===== src/rtl/riscv_arb_pkg.sv =====
// Shared types for the unified-memory arbiter: FSM states and access owner.
package riscv_arb_pkg;

  typedef enum logic [1:0] {IDLE, BUSY, RESP} arb_state_t;

  typedef enum logic {OWN_IF, OWN_D} owner_t;

endpackage


===== src/rtl/riscv_mem_arbiter_if.sv =====
// Requester and memory-side signals of the arbiter; slave = arbiter, master = requesters + memory.
interface riscv_mem_arbiter_if #(
  parameter int unsigned Bits    = 64,
  parameter int unsigned N       = 32,
  parameter int unsigned MemSize = 16
);
  localparam int unsigned AW = $clog2(MemSize);

  logic            if_req;
  logic [AW-1:0]   if_addr;
  logic            if_gnt;
  logic            if_rvalid;
  logic [N-1:0]    if_rdata;

  logic            d_req;
  logic            d_we;
  logic [AW-1:0]   d_addr;
  logic [Bits-1:0] d_wdata;
  logic            d_gnt;
  logic            d_rvalid;
  logic [Bits-1:0] d_rdata;

  logic            mem_en;
  logic            mem_we;
  logic [AW-1:0]   mem_addr;
  logic [Bits-1:0] mem_wdata;
  logic [Bits-1:0] mem_rdata;

  modport slave (
    input  if_req, if_addr, d_req, d_we, d_addr, d_wdata, mem_rdata,
    output if_gnt, if_rvalid, if_rdata, d_gnt, d_rvalid, d_rdata,
    output mem_en, mem_we, mem_addr, mem_wdata
  );

  modport master (
    output if_req, if_addr, d_req, d_we, d_addr, d_wdata, mem_rdata,
    input  if_gnt, if_rvalid, if_rdata, d_gnt, d_rvalid, d_rdata,
    input  mem_en, mem_we, mem_addr, mem_wdata
  );

endinterface


===== src/rtl/riscv_mem_arbiter.sv =====
// Arbitrates fetch and load/store onto one fixed-latency memory; data wins unless fetch has
// waited MAX_STREAK consecutive data grants.
module riscv_mem_arbiter
  import riscv_arb_pkg::*;
#(
  parameter int unsigned Bits       = 64,
  parameter int unsigned N          = 32,
  parameter int unsigned MemSize    = 16,
  parameter int unsigned LAT        = 2,
  parameter int unsigned MAX_STREAK = 3
) (
  input  logic                clk,
  input  logic                rst,
  riscv_mem_arbiter_if.slave  bus
);

  localparam int unsigned AW = $clog2(MemSize);
  localparam int unsigned CW = (LAT > 1) ? $clog2(LAT) : 1;
  localparam int unsigned SW = (MAX_STREAK > 0) ? $clog2(MAX_STREAK + 1) : 1;

  arb_state_t      r_state, w_state_nxt;
  owner_t          r_owner;
  logic [AW-1:0]   r_addr;
  logic            r_we;
  logic [Bits-1:0] r_wdata;
  logic [Bits-1:0] r_d_rdata;
  logic [N-1:0]    r_if_rdata;
  logic [CW-1:0]   r_cnt;
  logic [SW-1:0]   r_streak;

  logic w_arb, w_pick_if, w_if_gnt, w_d_gnt, w_gnt, w_last, w_busy;

  always_comb begin
    // RESP doubles as an arbitration slot so back-to-back accesses lose no cycle
    w_arb       = !rst && (r_state == IDLE || r_state == RESP);
    w_pick_if   = bus.if_req && (!bus.d_req || r_streak == SW'(MAX_STREAK));
    w_if_gnt    = w_arb && w_pick_if;
    w_d_gnt     = w_arb && bus.d_req && !w_pick_if;
    w_gnt       = w_if_gnt || w_d_gnt;
    w_busy      = (r_state == BUSY);
    w_last      = w_busy && (r_cnt == CW'(LAT - 1));
    w_state_nxt = r_state;
    unique case (r_state)
      IDLE, RESP: w_state_nxt = w_gnt ? BUSY : IDLE;
      BUSY:       if (w_last) w_state_nxt = RESP;
      default:    w_state_nxt = IDLE;
    endcase
  end

  always_ff @(posedge clk) begin
    if (rst) begin
      r_state    <= IDLE;
      r_owner    <= OWN_IF;
      r_addr     <= '0;
      r_we       <= 1'b0;
      r_wdata    <= '0;
      r_cnt      <= '0;
      r_streak   <= '0;
      r_d_rdata  <= '0;
      r_if_rdata <= '0;
    end else begin
      r_state <= w_state_nxt;
      if (w_gnt) begin
        r_owner <= w_d_gnt ? OWN_D : OWN_IF;
        r_addr  <= w_d_gnt ? bus.d_addr : bus.if_addr;
        r_we    <= w_d_gnt && bus.d_we;
        r_wdata <= w_d_gnt ? bus.d_wdata : '0;
        r_cnt   <= '0;
      end else if (w_busy && !w_last) begin
        r_cnt <= r_cnt + CW'(1);
      end
      if (w_d_gnt && bus.if_req) begin
        if (r_streak != SW'(MAX_STREAK)) r_streak <= r_streak + SW'(1);
      end else if (w_gnt) begin
        r_streak <= '0;
      end
      // Each requester keeps its own read-data register so the other bus holds its value
      if (w_last) begin
        if (r_owner == OWN_D) r_d_rdata <= r_we ? '0 : bus.mem_rdata;
        else                  r_if_rdata <= bus.mem_rdata[N-1:0];
      end
    end
  end

  assign bus.if_gnt    = w_if_gnt;
  assign bus.d_gnt     = w_d_gnt;
  assign bus.if_rvalid = !rst && (r_state == RESP) && (r_owner == OWN_IF);
  assign bus.d_rvalid  = !rst && (r_state == RESP) && (r_owner == OWN_D);
  assign bus.if_rdata  = r_if_rdata;
  assign bus.d_rdata   = r_d_rdata;
  assign bus.mem_en    = w_busy;
  assign bus.mem_we    = w_busy && r_we;
  assign bus.mem_addr  = w_busy ? r_addr : '0;
  assign bus.mem_wdata = w_busy ? r_wdata : '0;

endmodule


===== src/flat_wrapper.sv =====
// flat-port wrapper written by rule: the top's interface ports become plain ports
module riscv_mem_arbiter_flat import riscv_arb_pkg::*;
#(
  parameter int unsigned Bits       = 64,
  parameter int unsigned N          = 32,
  parameter int unsigned MemSize    = 16,
  parameter int unsigned LAT        = 2,
  parameter int unsigned MAX_STREAK = 3
)
  (clk, rst, bus_if_req, bus_if_addr, bus_d_req, bus_d_we, bus_d_addr, bus_d_wdata, bus_mem_rdata, bus_if_gnt, bus_if_rvalid, bus_if_rdata, bus_d_gnt, bus_d_rvalid, bus_d_rdata, bus_mem_en, bus_mem_we, bus_mem_addr, bus_mem_wdata);
  riscv_mem_arbiter_if #(.Bits(Bits), .N(N), .MemSize(MemSize)) bus_i ();
  input  logic clk;
  input  logic rst;
  input wire logic [$bits(bus_i.if_req)-1:0] bus_if_req;
  input wire logic [$bits(bus_i.if_addr)-1:0] bus_if_addr;
  input wire logic [$bits(bus_i.d_req)-1:0] bus_d_req;
  input wire logic [$bits(bus_i.d_we)-1:0] bus_d_we;
  input wire logic [$bits(bus_i.d_addr)-1:0] bus_d_addr;
  input wire logic [$bits(bus_i.d_wdata)-1:0] bus_d_wdata;
  input wire logic [$bits(bus_i.mem_rdata)-1:0] bus_mem_rdata;
  output wire logic [$bits(bus_i.if_gnt)-1:0] bus_if_gnt;
  output wire logic [$bits(bus_i.if_rvalid)-1:0] bus_if_rvalid;
  output wire logic [$bits(bus_i.if_rdata)-1:0] bus_if_rdata;
  output wire logic [$bits(bus_i.d_gnt)-1:0] bus_d_gnt;
  output wire logic [$bits(bus_i.d_rvalid)-1:0] bus_d_rvalid;
  output wire logic [$bits(bus_i.d_rdata)-1:0] bus_d_rdata;
  output wire logic [$bits(bus_i.mem_en)-1:0] bus_mem_en;
  output wire logic [$bits(bus_i.mem_we)-1:0] bus_mem_we;
  output wire logic [$bits(bus_i.mem_addr)-1:0] bus_mem_addr;
  output wire logic [$bits(bus_i.mem_wdata)-1:0] bus_mem_wdata;
  assign bus_i.if_req = bus_if_req;
  assign bus_i.if_addr = bus_if_addr;
  assign bus_i.d_req = bus_d_req;
  assign bus_i.d_we = bus_d_we;
  assign bus_i.d_addr = bus_d_addr;
  assign bus_i.d_wdata = bus_d_wdata;
  assign bus_i.mem_rdata = bus_mem_rdata;
  assign bus_if_gnt = bus_i.if_gnt;
  assign bus_if_rvalid = bus_i.if_rvalid;
  assign bus_if_rdata = bus_i.if_rdata;
  assign bus_d_gnt = bus_i.d_gnt;
  assign bus_d_rvalid = bus_i.d_rvalid;
  assign bus_d_rdata = bus_i.d_rdata;
  assign bus_mem_en = bus_i.mem_en;
  assign bus_mem_we = bus_i.mem_we;
  assign bus_mem_addr = bus_i.mem_addr;
  assign bus_mem_wdata = bus_i.mem_wdata;
  riscv_mem_arbiter #(.Bits(Bits), .N(N), .MemSize(MemSize), .LAT(LAT), .MAX_STREAK(MAX_STREAK)) u_core (.clk(clk), .rst(rst), .bus(bus_i));
endmodule

===== config.mk =====
export PLATFORM = sky130hd
export DESIGN_NAME = riscv_mem_arbiter_flat
export DESIGN_NICKNAME = d
export VERILOG_FILES = /design/src/rtl/riscv_arb_pkg.sv /design/src/rtl/riscv_mem_arbiter_if.sv /design/src/rtl/riscv_mem_arbiter.sv /design/src/flat_wrapper.sv
export SDC_FILE = /design/constraint.sdc
export NUM_CORES = 1
export LEC_CHECK = 0
export ABC_AREA = 1
export CAP_MARGIN = 10
export CORE_MARGIN = 2
export CORE_UTILIZATION = 46
export DETAILED_ROUTE_END_ITERATION = 6
export GPL_ROUTABILITY_DRIVEN = 0
export PLACE_DENSITY = 0.87
export SKIP_CTS_REPAIR_TIMING = 1
export SLEW_MARGIN = 20
export SYNTH_ARGS = -nofsm -noshare
export SYNTH_HDL_FRONTEND = slang
export SYNTH_SLANG_ARGS = --single-unit

===== constraint.sdc =====
create_clock -name clk -period 3.2 [get_ports clk]
set_input_delay 0.8 -clock clk [delete_from_list [all_inputs] [get_ports clk]]
set_output_delay 0.8 -clock clk [all_outputs]
set_load 0.02 [all_outputs]

==> out/qor.yml, run 1 <==
status:
  outcome: "complete, no violations"
yosys:
  syn_nets: 1195
  ys_ff_latch: 171
  postSynthAreaPerCell_um2: 7.05
  syn_area_mm2: 0.00742
  ys_warn_count: 0
  ys_types: 23
  ys_seq_area_share_pct: 46.1
  netlist_instances: 1053
sta:
  finClkSkew_ps: 11.6
  period_share_pct: 98.1
  setup_tns_ps: 0
  hold_viol: 0
  finalSetupViolations: 0
  fmax_mhz: 319
  timing.slew.headroom_pct: 43.9
  layout_min_cycle_time_ps: 3140
  worstMarginPinSlew_ps: 841
  whs_ps: 445
  maxSlewViolCount: 0
  final.setup.worst_slack_ps: 61.4
  rsz0062_at_grt: "false"
clock_tree:
  h-tree-depth: 4
  clkSinkCount: 171
  cts.path.max_buffers: 2
  clk_pin_slew_ps: 60
  cts_tree: "done"
  cts-root-buf: "clkbuf_16"
  cts_made_buffers: 17
  clkLatencyLatePin_ps: 420
job:
  cap_viol_max_count: 0
detailed_routing:
  drtAntennaViolNets: 0
  drc: 0
  viasPerCell: 4.59
  drtIter0Drc: 454
  drt-total-wl_um: 21200
  dr.pass1.iters: 4
  vias: 7193
  wl_per_cell_um: 13.5
worst_hold_path:
  worst_hold_startpoint: "u_core.r_wdata[5]"
  hp-class: "reg -> reg"
  min_path_cells: 2
  min_to: "u_core.r_wdata[5]"
layout:
  layout-drive-gt1-share_pct: 8.59
  fin_cells: 1566
  mostFrequentLayoutCells: "309 x clkdlybuf4s50_1, 277 x nand2_1, 211 x inv_1, 171 x dfxtp_1, 137 x nor2_1"
  final_common_cell: "clkdlybuf4s50_1"
  antennaDiodeCount: 0
  layout.nets: 1480
  synthToLayoutAreaGrowth_pct: 50.9
worst_setup_path:
  worstPathArrival_ps: 2340
  crit_fanout: 5
  reg2reg_to: "u_core.bus.d_rdata[13]"
  r2r_start: "u_core.r_state[0]"
  cp-end-kind: "primary output"
  cp_data_required_time_ps: 2400
  path_class: "in -> out"
  rrSetupSlack_ps: 1240
  r2r_cells: 6
  startpoint_type: "input pin"
global_route:
  grt_pass1_vias: 6776
  grt.total_usage_pct: 24.1
  grt_pass1_wl_um: 32900
  grt_max_degree: 72
  antenna_found_initial: 0
  grt-ovfl-total: 0
pwr:
  ir_drop_mv: 0.428
  power-per-cell-area_mw_per_mm2: 443
  leakagePower_nw: 4.65
die:
  initial_utilization_pct: 46.9
  ios: 311
  die_w_um: 131
  die_h_um: 131
  coreArea_mm2: 0.0158
  die_area_mm2: 0.0172
  std_cell_rows: 46
placed_design:
  dp_slack_ps: 59.8
  hpwl_um: 15100
  io_buffers: 310
  dp.cells: 1535
==> sequential cells by signal, summed over array words and instances (netlist names) <==
| register | flops |
|---|---|
| u_core.bus.d_rdata | 64 |
| u_core.r_wdata | 64 |
| u_core.bus.if_rdata | 32 |
| u_core.r_addr | 4 |
| u_core.r_state | 2 |
| u_core.r_streak | 2 |
| u_core.r_cnt | 1 |
| u_core.r_owner | 1 |
| u_core.r_we | 1 |
==> layer usage <==
| layer | vias up | share of wire (%) | GRT usage (%) |
|---|---|---|---|
| met2 | 265 | 50 | 42.5 |
| met5 | - | 0 | 0 |
| met3 | 39 | 10 | 9.00 |
| met1 | 3220 | 38 | 26.6 |
| met4 | 0 | 2.4 | 8.57 |
| li1 | 3669 | - | - |
==> cell families after synthesis <==
group / count (synthesis) / synth area share [%]
compound gates: 101 / 6.88
flops: 171 / 46.1
simple gates: 504 / 31.5
buf+inv: 276 / 15.3
fa+ha+maj: 1 / 0.169
==> through the flow <==
stage / utilization [%] / instance area [um2] / power (mW)
after global routing: 70.8 / 11200 / 5.14
after floorplan: - / 7420 / 2.59
after global placement: 67.0 / 10600 / 2.90
final: 70.8 / 11200 / 4.96
after CTS: 70.8 / 11200 / 4.99
after detailed placement: 67.0 / 10600 / 2.91
==> final cells by class <==
class | count | area, um2
Timing Repair Buffer | 326 | 3240
Fill cell | 1218 | 4630
Sequential cell | 171 | 3420
Multi-Input combinational cell | 606 | 2870
Tap cell | 216 | 270
Clock buffer | 21 | 450
Inverter | 216 | 811
Clock inverter | 10 | 143
==> critical path, cell delays in order <==
cell	delay [ps]
clkdlybuf4s50_1	520
nand2_1	120
nand2_1	110
nand2_2	100
inv_2	70
clkdlybuf4s50_1	610
==> worst max path at each step <==
stage	start	endpoint	cells after the start
final	bus_d_req	bus_d_gnt	6
after global routing	bus_d_req	bus_d_gnt	6
after CTS	bus_d_req	bus_d_gnt	6
after detailed placement	bus_d_req	bus_d_gnt	6
after global placement	bus_d_req	bus_d_gnt	6
after floorplan	rst	bus_d_gnt	7
==> cell usage after synthesis (all sizes together) <==
cell / number / area (um2)
a211oi: 1 / 7.51
a21oi: 66 / 330
buf: 32 / 223
clkbuf: 28 / 105
dfxtp: 171 / 3420
ha: 1 / 12.5
inv: 216 / 811
nand2: 280 / 1060
nand3: 17 / 108
nand4: 1 / 6.26
nor2: 141 / 559
nor3: 65 / 606
o21a: 1 / 7.51
o21ai: 33 / 165
==> report_power, final <==
group / leakage (nW) / total, mW / internal (mW) / switching (mW)
logic: 2.99 / 0.612 / 0.296 / 0.317
clock network: 0.276 / 2.10 / 1.25 / 0.847
registers: 1.39 / 2.25 / 2.21 / 0.0427
Power figures use the tool's default switching activity.
==> run 2: changes to the inputs <==
--- a/config.mk
+++ b/config.mk
@@ -7,11 +7,12 @@
 export LEC_CHECK = 0
 export ABC_AREA = 1
 export CAP_MARGIN = 10
-export CORE_MARGIN = 2
 export CORE_UTILIZATION = 46
 export DETAILED_ROUTE_END_ITERATION = 6
 export GPL_ROUTABILITY_DRIVEN = 0
+export HOLD_SLACK_MARGIN = 0.06
 export PLACE_DENSITY = 0.87
+export REMOVE_ABC_BUFFERS = 1
 export SKIP_CTS_REPAIR_TIMING = 1
 export SLEW_MARGIN = 20
 export SYNTH_ARGS = -nofsm -noshare
==> run 2 against run 1 <==
Global-route usage grew 1.5 points. Worst hold slack about the same. Count of clock-buffer cells in the layout down 1. Worst setup slack improved by 99 ps. Clock power about the same. Maximum frequency increased by 3.2%. Critical path depth stayed put. Clock skew fell by 1.4 ps. Total power rose by 0.53%. Largest cell class unchanged. Largest power group unchanged. Highest routed layer unchanged.
==> out/qor.yml, run 2 (same netlist as run 1, synthesis figures left out) <==
status:
  outcome: "complete, no violations"
clock_tree:
  cts-root-buf: "clkbuf_16"
  h-tree-depth: 4  # unchanged
  clkLatencyLatePin_ps: 430  # about the same
  cts_made_buffers: 17  # unchanged
  cts.path.max_buffers: 2  # unchanged
  clkSinkCount: 171  # unchanged
  cts_tree: "done"
  clk_pin_slew_ps: 50  # about the same
worst_setup_path:
  worstPathArrival_ps: 2240  # -100 ps
  r2r_cells: 6  # unchanged
  crit_fanout: 39  # +34
  r2r_start: "u_core.r_owner"
  startpoint_type: "register"
  rrSetupSlack_ps: 850  # -390 ps
  path_class: "reg -> out"
  reg2reg_to: "u_core.bus.if_rdata[21]"
  cp-end-kind: "primary output"
  cp_data_required_time_ps: 2400  # about the same
pwr:
  swShare_pct: 24.0  # -0.30 points
  ir_drop_mv: 0.357  # -17%
  p_int_mw: 3.79  # +0.92%
  power-per-cell-area_mw_per_mm2: 444  # +0.34%
  p_sw_mw: 1.20  # -0.69%
  leakagePower_nw: 4.67  # +0.46%
  comb_power_share_pct: 12.3  # about the same
  power_mw: 4.98  # +0.53%
  pwr-share-clk_pct: 42.6  # +0.3 points
  pwr-share-seq_pct: 45.2  # -0.2 points
sta:
  finalSetupViolations: 0  # unchanged
  rsz0062_at_grt: "false"
  hold_viol: 0  # unchanged
  maxSlewViolCount: 0  # unchanged
  timing.slew.headroom_pct: 33.3  # -11 points
  layout_min_cycle_time_ps: 3040  # -98.5 ps
  final.setup.worst_slack_ps: 160  # +98.5 ps
  fmax_mhz: 329  # +3.2%
  period_share_pct: 95.0  # -3.1 points
  setup_tns_ps: 0  # unchanged
  finClkSkew_ps: 10.1  # -1.44 ps
  whs_ps: 445  # -0.160 ps
  worstMarginPinSlew_ps: 1000  # +159 ps
job:
  cap_viol_max_count: 0  # unchanged
layout:
  layout-drive-gt1-share_pct: 8.61  # +0.019 points
  final_util_pct: 70.9  # +0.13 points
  mostFrequentLayoutCells: "308 x clkdlybuf4s50_1, 277 x nand2_1, 210 x inv_1, 171 x dfxtp_1, 137 x nor2_1"
  final_cell_area_mm2: 0.0112  # +0.19%
  fin_cells: 1564  # -0.13%
  fillers: 1222  # +0.33%
  seq_area_mm2: 0.00342  # unchanged
  final_common_cell: "clkdlybuf4s50_1"
  synthToLayoutAreaGrowth_pct: 51.2
  layout.nets: 1479  # -0.068%
  multiInputGateArea_mm2: 0.00287  # unchanged
detailed_routing:
  drc: 0  # unchanged
  drt-total-wl_um: 21300  # +0.32%
  viasPerCell: 4.57  # -0.58%
  drtIter0Drc: 419  # -7.7%
  dr.pass1.iters: 7  # +3
  drtAntennaViolNets: 0  # unchanged
  vias: 7142  # -0.71%
  wl_per_cell_um: 13.6  # +0.45%
die:
  die_h_um: 129  # -1.5%
  initial_utilization_pct: 46.9  # unchanged
  die_area_mm2: 0.0166  # -3.0%
  coreArea_mm2: 0.0158  # unchanged
  die_w_um: 129  # -1.5%
  std_cell_rows: 46  # unchanged
  ios: 311  # unchanged
worst_hold_path:
  hp-class: "reg -> reg"
  worst_hold_startpoint: "u_core.r_wdata[5]"
  min_path_cells: 2  # unchanged
  min_to: "u_core.r_wdata[5]"
placed_design:
  postPlaceCellArea_mm2: 0.0106  # about the same
  io_buffers: 310  # unchanged
  dp.cells: 1534  # -0.065%
  dp_slack_ps: 34.6  # -25.2 ps
  hpwl_um: 14800  # -2.4%
global_route:
  grt.total_usage_pct: 25.6  # +1.5 points
  grt_pass1_wl_um: 32800  # -0.12%
  grt_pass1_vias: 6781  # +0.074%
  grt_max_degree: 67  # -6.9%
  grt-ovfl-total: 0  # unchanged
  antenna_found_initial: 1  # +1
-- run 2: critical path: stages (launching register included) --
cell,delay [ps]
dfxtp_1,390
inv_2,70
nor2_4,180
inv_4,180
buf_12,220
nor2_1,120
clkdlybuf4s50_1,620
-- run 2: worst max-delay path by stage --
stage	startpoint	endpoint	slack [ps]	cells after the start
floorplan	rst	bus_d_gnt	390	5
global placement	bus_d_req	bus_d_gnt	70	6
detailed placement	bus_d_req	bus_d_gnt	30	6
CTS	u_core.r_state[0]	bus_mem_wdata[0]	20	6
global route	u_core.r_state[0]	bus_mem_wdata[0]	40	6
finish	u_core.r_state[0]	bus_mem_wdata[54]	160	6
-- run 2: routing by layer --
metal | GRT usage (%) | vias up | part of all wire [%]
met3 | 7.14 | 63 | 5.9
li1 | - | 3667 | -
met2 | 43.9 | 226 | 50
met1 | 28.2 | 3186 | 39
met4 | 15.9 | 0 | 4.7
met5 | 0 | - | 0
-- run 2: layout make-up --
type / instances / area share [%]
clock inverter: 9 / 1.24
tap: 216 / 2.41
antenna: 1 / 0.0223
inverter: 216 / 7.25
sequential: 171 / 30.5
multi-input combinational: 606 / 25.6
timing repair buffer: 325 / 28.9
clock buffer: 20 / 4.16
-- run 2: power groups by stage --
stage	combinational [mW]	clock (mW)	sequential, mW
3_3_place_gp	0.600	0	2.29
6_report	0.612	2.12	2.25
5_1_grt	0.669	2.25	2.26
3_5_place_dp	0.609	0	2.30
2_1_floorplan	0.235	0	2.30
4_1_cts	0.615	2.16	2.25
